$ cat config.mk
export PLATFORM = sky130hd
export DESIGN_NAME = clus_host_seq
export DESIGN_NICKNAME = d
export VERILOG_FILES = /design/src/rtl/clus_host_pkg.sv /design/src/rtl/clus_host_outbuf.sv /design/src/rtl/clus_host_seq.sv
export SDC_FILE = /design/constraint.sdc
export NUM_CORES = 1
export LEC_CHECK = 0
export ABC_AREA = 1
export BUFFER_PORTS_ARGS = -buffer_cell sky130_fd_sc_hd__buf_2
export CAP_MARGIN = 40
export CORE_ASPECT_RATIO = 0.7
export CORE_UTILIZATION = 45
export DETAILED_ROUTE_END_ITERATION = 7
export GPL_TIMING_DRIVEN = 1
export PLACE_DENSITY = 0.75
export SLEW_MARGIN = 5
export SYNTH_ARGS = -nofsm -noshare
export SYNTH_HDL_FRONTEND = slang
export SYNTH_SLANG_ARGS = --single-unit
$ cat constraint.sdc
create_clock -name clk -period 2.4 [get_ports clk]
set_clock_uncertainty 0.15 [all_clocks]
set_input_delay 0.12 -clock clk [delete_from_list [all_inputs] [get_ports clk]]
set_output_delay 0.12 -clock clk [all_outputs]
set_load 0.05 [all_outputs]
$ cat src/rtl/clus_host_pkg.sv
// Shared types and helpers for the cluster host sequencer.
package clus_host_pkg;

  typedef enum logic [3:0] {
    IDLE, LD_WGHT, LD_IACT, SPAD_LD, WAIT_LD, START, WAIT_COMP, SETTLE, DRAIN
  } state_t;

  localparam int DEF_DATA_BITWIDTH = 16;
  localparam int DEF_ADDR_BITWIDTH = 10;

  function automatic int calc_num_psum(input int kernel_size, input int act_size);
    return (act_size - kernel_size + 1) * (act_size - kernel_size + 1);
  endfunction

endpackage

$ cat src/rtl/clus_host_outbuf.sv
// Two-entry valid/ready FIFO that holds psum words returning from the psum GLB.
module clus_host_outbuf #(
  parameter int DATA_BITWIDTH = 16
) (
  input  logic                     clk,
  input  logic                     reset,
  input  logic                     push,
  input  logic [DATA_BITWIDTH-1:0] push_data,
  input  logic                     pop,
  output logic [DATA_BITWIDTH-1:0] out_data,
  output logic                     out_valid,
  output logic                     full,
  output logic                     empty,
  output logic [1:0]               count
);

  logic [DATA_BITWIDTH-1:0] mem [2];
  logic                     wr_ptr;
  logic                     rd_ptr;

  always_ff @(posedge clk or negedge reset) begin
    if (!reset) begin
      wr_ptr <= 1'b0;
      rd_ptr <= 1'b0;
      count  <= 2'd0;
    end else begin
      if (push) wr_ptr <= ~wr_ptr;
      if (pop)  rd_ptr <= ~rd_ptr;
      count <= count + {1'b0, push} - {1'b0, pop};
    end
  end

  always_ff @(posedge clk) begin
    if (push) mem[wr_ptr] <= push_data;
  end

  assign full      = (count == 2'd2);
  assign empty     = (count == 2'd0);
  assign out_valid = !empty;
  // Storage is not reset, so the output is forced to zero while nothing is held.
  assign out_data  = empty ? '0 : mem[rd_ptr];

endmodule

$ cat src/rtl/clus_host_seq.sv
// Host-side sequencer: loads weight/iact GLBs, runs the cluster, streams psums out.
// Optional watchdog on the wait states is enabled by defining CLUS_HOST_TIMEOUT_EN.
module clus_host_seq import clus_host_pkg::*; #(
  parameter int DATA_BITWIDTH = DEF_DATA_BITWIDTH,
  parameter int ADDR_BITWIDTH = DEF_ADDR_BITWIDTH,
  parameter int NUM_WGHT      = 9,
  parameter int NUM_IACT      = 144,
  parameter int NUM_PSUM      = calc_num_psum(3, 12),
  parameter int PSUM_SETTLE   = 4,
  parameter int TIMEOUT_CYC   = 4096
) (
  input  logic                     clk,
  input  logic                     reset,
  input  logic                     job_go,
  input  logic [DATA_BITWIDTH-1:0] in_data,
  input  logic                     in_valid,
  output logic                     in_ready,
  output logic                     write_en_wght,
  output logic [ADDR_BITWIDTH-1:0] w_addr_wght,
  output logic [DATA_BITWIDTH-1:0] w_data_wght,
  output logic                     write_en_iact,
  output logic [ADDR_BITWIDTH-1:0] w_addr_iact,
  output logic [DATA_BITWIDTH-1:0] w_data_iact,
  output logic                     load_spad_ctrl_wght,
  output logic                     load_spad_ctrl_iact,
  output logic                     start,
  input  logic                     load_done,
  input  logic                     compute_done,
  output logic                     read_req_psum,
  output logic [ADDR_BITWIDTH-1:0] r_addr_psum,
  input  logic [DATA_BITWIDTH-1:0] r_data_psum,
  output logic [DATA_BITWIDTH-1:0] out_data,
  output logic                     out_valid,
  input  logic                     out_ready,
  output logic                     busy,
  output logic                     job_done,
  output logic                     err
);

  localparam int AW = ADDR_BITWIDTH;
  localparam logic [AW-1:0] WGHT_LAST   = AW'(NUM_WGHT - 1);
  localparam logic [AW-1:0] IACT_LAST   = AW'(NUM_IACT - 1);
  localparam logic [AW-1:0] PSUM_LAST   = AW'(NUM_PSUM - 1);
  localparam logic [AW-1:0] SETTLE_LAST = AW'(PSUM_SETTLE - 1);

  if (NUM_WGHT < 1 || NUM_WGHT > (1 << AW) || NUM_IACT < 1 || NUM_IACT > (1 << AW) ||
      NUM_PSUM < 1 || NUM_PSUM > (1 << AW) || PSUM_SETTLE < 1 || PSUM_SETTLE > (1 << AW) ||
      TIMEOUT_CYC < 1) begin : g_cfg_check
    $error("clus_host_seq: word counts or settle length exceed the address counter range");
  end

  state_t        state;
  logic [AW-1:0] cnt;
  logic          cd_q;
  logic          rd_fly;
  logic          rd_all;
  logic          pop;
  logic          buf_full;
  logic          buf_empty;
  logic [1:0]    buf_count;

  assign in_ready      = (state == LD_WGHT) || (state == LD_IACT);
  assign write_en_wght = (state == LD_WGHT) && in_valid;
  assign write_en_iact = (state == LD_IACT) && in_valid;
  assign w_addr_wght   = write_en_wght ? cnt : '0;
  assign w_data_wght   = write_en_wght ? in_data : '0;
  assign w_addr_iact   = write_en_iact ? cnt : '0;
  assign w_data_iact   = write_en_iact ? in_data : '0;

  assign load_spad_ctrl_wght = (state == SPAD_LD);
  assign load_spad_ctrl_iact = (state == SPAD_LD);
  assign start               = (state == START);
  assign busy                = (state != IDLE);

  // Reads in flight plus buffered entries never exceed the two buffer slots.
  assign read_req_psum = (state == DRAIN) && !rd_all && !buf_full && !(rd_fly && !buf_empty);
  assign r_addr_psum   = read_req_psum ? cnt : '0;
  assign pop           = out_valid && out_ready;
  assign job_done      = (state == DRAIN) && rd_all && !rd_fly && (buf_count == 2'd1) && pop;

  clus_host_outbuf #(.DATA_BITWIDTH(DATA_BITWIDTH)) u_outbuf (
    .clk       (clk),
    .reset     (reset),
    .push      (rd_fly),
    .push_data (r_data_psum),
    .pop       (pop),
    .out_data  (out_data),
    .out_valid (out_valid),
    .full      (buf_full),
    .empty     (buf_empty),
    .count     (buf_count)
  );

`ifdef CLUS_HOST_TIMEOUT_EN
  localparam int WD_W = $clog2(TIMEOUT_CYC + 1);
  localparam logic [WD_W-1:0] WD_LAST = WD_W'(TIMEOUT_CYC - 1);
  logic [WD_W-1:0] wdog;
  logic            err_q;
  assign err = err_q;
`else
  assign err = 1'b0;
`endif

  always_ff @(posedge clk or negedge reset) begin
    if (!reset) begin
      state  <= IDLE;
      cnt    <= '0;
      cd_q   <= 1'b0;
      rd_fly <= 1'b0;
      rd_all <= 1'b0;
`ifdef CLUS_HOST_TIMEOUT_EN
      wdog   <= '0;
      err_q  <= 1'b0;
`endif
    end else begin
      cd_q   <= compute_done;
      rd_fly <= read_req_psum;
      case (state)
        IDLE: if (job_go) begin
          state  <= LD_WGHT;
          cnt    <= '0;
          rd_all <= 1'b0;
        end
        LD_WGHT: if (in_valid) begin
          if (cnt == WGHT_LAST) begin
            cnt   <= '0;
            state <= LD_IACT;
          end else cnt <= cnt + 1'b1;
        end
        LD_IACT: if (in_valid) begin
          if (cnt == IACT_LAST) begin
            cnt   <= '0;
            state <= SPAD_LD;
          end else cnt <= cnt + 1'b1;
        end
        SPAD_LD: state <= WAIT_LD;
        WAIT_LD: if (load_done) state <= START;
        START:   state <= WAIT_COMP;
        // Only a fresh rising edge counts; a level left high from before is ignored.
        WAIT_COMP: if (compute_done && !cd_q) begin
          state <= SETTLE;
          cnt   <= '0;
        end
        SETTLE: begin
          if (cnt == SETTLE_LAST) begin
            cnt   <= '0;
            state <= DRAIN;
          end else cnt <= cnt + 1'b1;
        end
        DRAIN: begin
          if (read_req_psum) begin
            if (cnt == PSUM_LAST) rd_all <= 1'b1;
            else cnt <= cnt + 1'b1;
          end
          if (job_done) state <= IDLE;
        end
        default: state <= IDLE;
      endcase
`ifdef CLUS_HOST_TIMEOUT_EN
      if (state == WAIT_LD || state == WAIT_COMP) begin
        wdog <= wdog + 1'b1;
        if (wdog == WD_LAST) begin
          state <= IDLE;
          err_q <= 1'b1;
        end
      end else wdog <= '0;
`endif
    end
  end

endmodule

==> flow_metrics.tcl <==
set metrics [dict create \
    status "completed" \
    ant_nets 0 \
    synth_edf_count 32 \
    die_area_um2 7480 \
    crit_family "simple AND/OR/NAND/NOR gates" \
    grtUsageTotal_pct 23.0 \
    grt_max_degree 27 \
    yosysSeqAreaShare_pct 46.3 \
    stdcell_area_um2 4300 \
    synth-compound-area-share_pct 7.02 \
    syn_area_um2 3210 \
    gp_congestion 0.994 \
    postSynthCellCount 441 \
    p_seq_share_pct 25.9 \
    slew_violations 0 \
    path_clk_slew_ns 0.10 \
    slowest_stage "dfrtp_1" \
    die_y_um 72.7 \
    drc 0 \
    die_w_um 103 \
    p_comb_share_pct 62.4 \
    rsz0062_at_grt "no" \
    p_leak_nw 2.24 \
    path_cells "nor2_1 > nand3_1 > nor2_2 > inv_2 > nor2_1 > buf_2" \
    cts_htree_levels 2 \
    clk_latency_ns 0.31 \
    crit_type "flop to primary output" \
    fmax_mhz 445 \
    clockBufferDepth 2 \
    synth_mux_area_share_pct 0 \
    crit_arrival_ns 1.98 \
    netSwitchingFraction_pct 57.2 \
    cts_num_sinks 53 \
    grt_overflow 0 \
    yosysMostFrequentCell "nand2_1" \
    synthTopCellsByCount "126 x nand2_1, 91 x nor2_1, 44 x inv_1, 32 x edfxtp_1, 30 x nand3_1" \
    worstPathMaxFanout 26 \
    worstMarginPinSlew_ns 0.642 \
    yosysUniqueCellTypes 30 \
    p_per_area_nw_per_um2 1040 \
    tritoncts "done" \
    yosysTopAreaCellShare_pct 29.9 \
    synth.avg_cell_area_um2 7.28 \
    port_buffers 126 \
    ys_ff_latch 53 \
    worstSetupStartpointType "flop" \
    dpl_cell_area_um2 4020 \
    antenna_found_initial 0 \
    drive_above_1_share_pct 34.4 \
    wl_per_cell_um 12.4 \
    initial_utilization_pct 47.1 \
    yosys.area_share.adder_pct 1.56 \
    synth.top_cells.by_area "edfxtp_1 30%, dfrtp_1 16%, nand2_1 15%" \
    hold_class "input pin to flop" \
    min_period_ns 2.25 \
    synth_xor_area_share_pct 1.91 \
    routed_wl_um 8390 \
    setup_violations 0 \
    hpwl_um 6080 \
    vdd_drop_max_uv 1060 \
    rows 25 \
    synth-main-ff-cell "edfxtp_1" \
    diodes 0 \
    r2r_slack_ns 0.34 \
    drt-initial-drc-count 145 \
    maxCapViolCount 0 \
    setup_ws_ns 0.153 \
    cp_common_cell "nor2_1" \
    syn_to_final_growth_pct 34.0 \
    yosys.area.top_type "edfxtp_1" \
    firstDrtPassIters 4 \
    cts_setup_buffers 0 \
    io-pin-count 128 \
    core-area_um2 6820 \
    max_slew_margin_pct 57.1 \
    yosysWarnings 0 \
    nNetsFinal 624 \
    period_share_pct 93.6 \
    viasPerCell 4.93 \
    hold_violations 0 \
    p_int_mw 1.91 \
    clkPwrFrac_pct 11.7 \
    dp_slack_ns 0.395 \
    numCtsBuffers 5 \
    synthesis.nets 484 \
    cts-root-buf "clkbuf_8" \
    switchingPower_mw 2.55 \
    grt_pass1_vias 2954 \
    grt_pass1_wl_um 13200 \
    endpoint_kind "primary output" \
    synthArstFlopShare_pct 39.6 \
    synthSimpleGateAreaFrac_pct 34.1 \
    max_stage_delay_ns 0.46 \
    path_buf_inv 2 \
    critPathRequiredTime_ns 2.13 \
    totalPowerFinal_mw 4.46 \
    num_vias 3336 \
    synth_top_family_by_area "simple AND/OR/NAND/NOR gates" \
]
==> registers in the layout (all words and copies together) (netlist names) <==
signal / count
cnt: 10
u_outbuf.mem: 32
rd_all: 1
u_outbuf.count: 2
u_outbuf.wr_ptr: 1
rd_fly: 1
cd_q: 1
u_outbuf.rd_ptr: 1
state: 4
==> power groups by stage <==
stage	Sequential, mW	Clock [mW]	Combinational (mW)
floorplan	1.15	0	2.21
global placement	1.17	0	2.70
detailed placement	1.18	0	2.74
CTS	1.16	0.538	2.78
global route	1.17	0.570	3.00
finish	1.16	0.522	2.78
==> worst paths after layout <==
path	cells after the start	start	to
max	6	state[3]$_DFFE_PN0P_	w_addr_wght[9]
min	3	out_ready	u_outbuf.rd_ptr$_DFFE_PN0P_
max reg2reg	9	state[0]$_DFFE_PN0P_	cnt[5]$_DFFE_PN0P_
min reg2reg	1	u_outbuf.wr_ptr$_DFFE_PN0P_	u_outbuf.wr_ptr$_DFFE_PN0P_
max in group asynchronous	2	reset	u_outbuf.count[1]$_DFF_PN0_
min in group asynchronous	2	reset	cd_q$_DFF_PN0_
==> what timing repair did <==
item	in CTS	in global routing
hold buffers	18	0
setup endpoints to repair	0	3
endpoints found under the hold margin	54	0
gates resized for setup	0	2
==> layer usage <==
metal  share of wire, %  global-route usage (%)  vias up
li1                   -                       -     1673
met1                 44                    30.1     1530
met2                 48                    40.0      129
met3                7.4                    3.83        4
met4               0.64                    5.48        0
met5                  0                       0        -
==> final cells by class <==
| cell class | count | area [um2] |
|---|---|---|
| Tap cell | 94 | 118 |
| Fill cell | 638 | 2520 |
| Multi-Input combinational cell | 317 | 1540 |
| Timing Repair Buffer | 150 | 856 |
| Clock inverter | 3 | 26.3 |
| Clock buffer | 5 | 68.8 |
| Inverter | 54 | 205 |
| Sequential cell | 53 | 1490 |
==> worst min-delay path: stages <==
cell and delay [ns]:
buf_2 0.09, nand2_1 0.14, xor2_1 0.08
==> cell families (layout without fill, tap and decap cells) <==
kind of cell / count (synthesis) / after routing
AND/OR/NAND/NOR: 264 / 264
buffers and inverters: 71 / 212
flip-flops: 53 / 53
AO/OA/AOI/OAI: 41 / 41
XOR/XNOR: 7 / 7
adder cells (fa/ha/maj): 4 / 4
other: 1 / 1
==> placed cells by master, fill, tap and decap left out, types with 16 or more instances in the layout <==
| master | netlist | layout |
|---|---|---|
| nor2_1 | 91 | 48 |
| a21oi_1 | 16 | 16 |
| dfrtp_1 | 21 | 21 |
| dlygate4sd3_1 | 0 | 18 |
| nand2_1 | 126 | 126 |
| edfxtp_1 | 32 | 32 |
| inv_1 | 44 | 44 |
| nand3_1 | 30 | 30 |
| buf_2 | 6 | 126 |
| nor2_2 | 2 | 45 |
==> through the flow <==
| step | util, % | hold slack (ns) | cells | TNS [ns] |
|---|---|---|---|---|
| floorplan | - | -0.326 | 441 | -2.21 |
| global placement | 59.0 | -0.0379 | 650 | 0 |
| detailed placement | 59.0 | -0.0319 | 650 | 0 |
| CTS | 63.0 | 0.00700 | 676 | 0 |
| global route | 63.1 | 0.0263 | 676 | 0 |
| finish | 63.1 | 0.00869 | 676 | 0 |
Power figures use the tool's default switching activity.
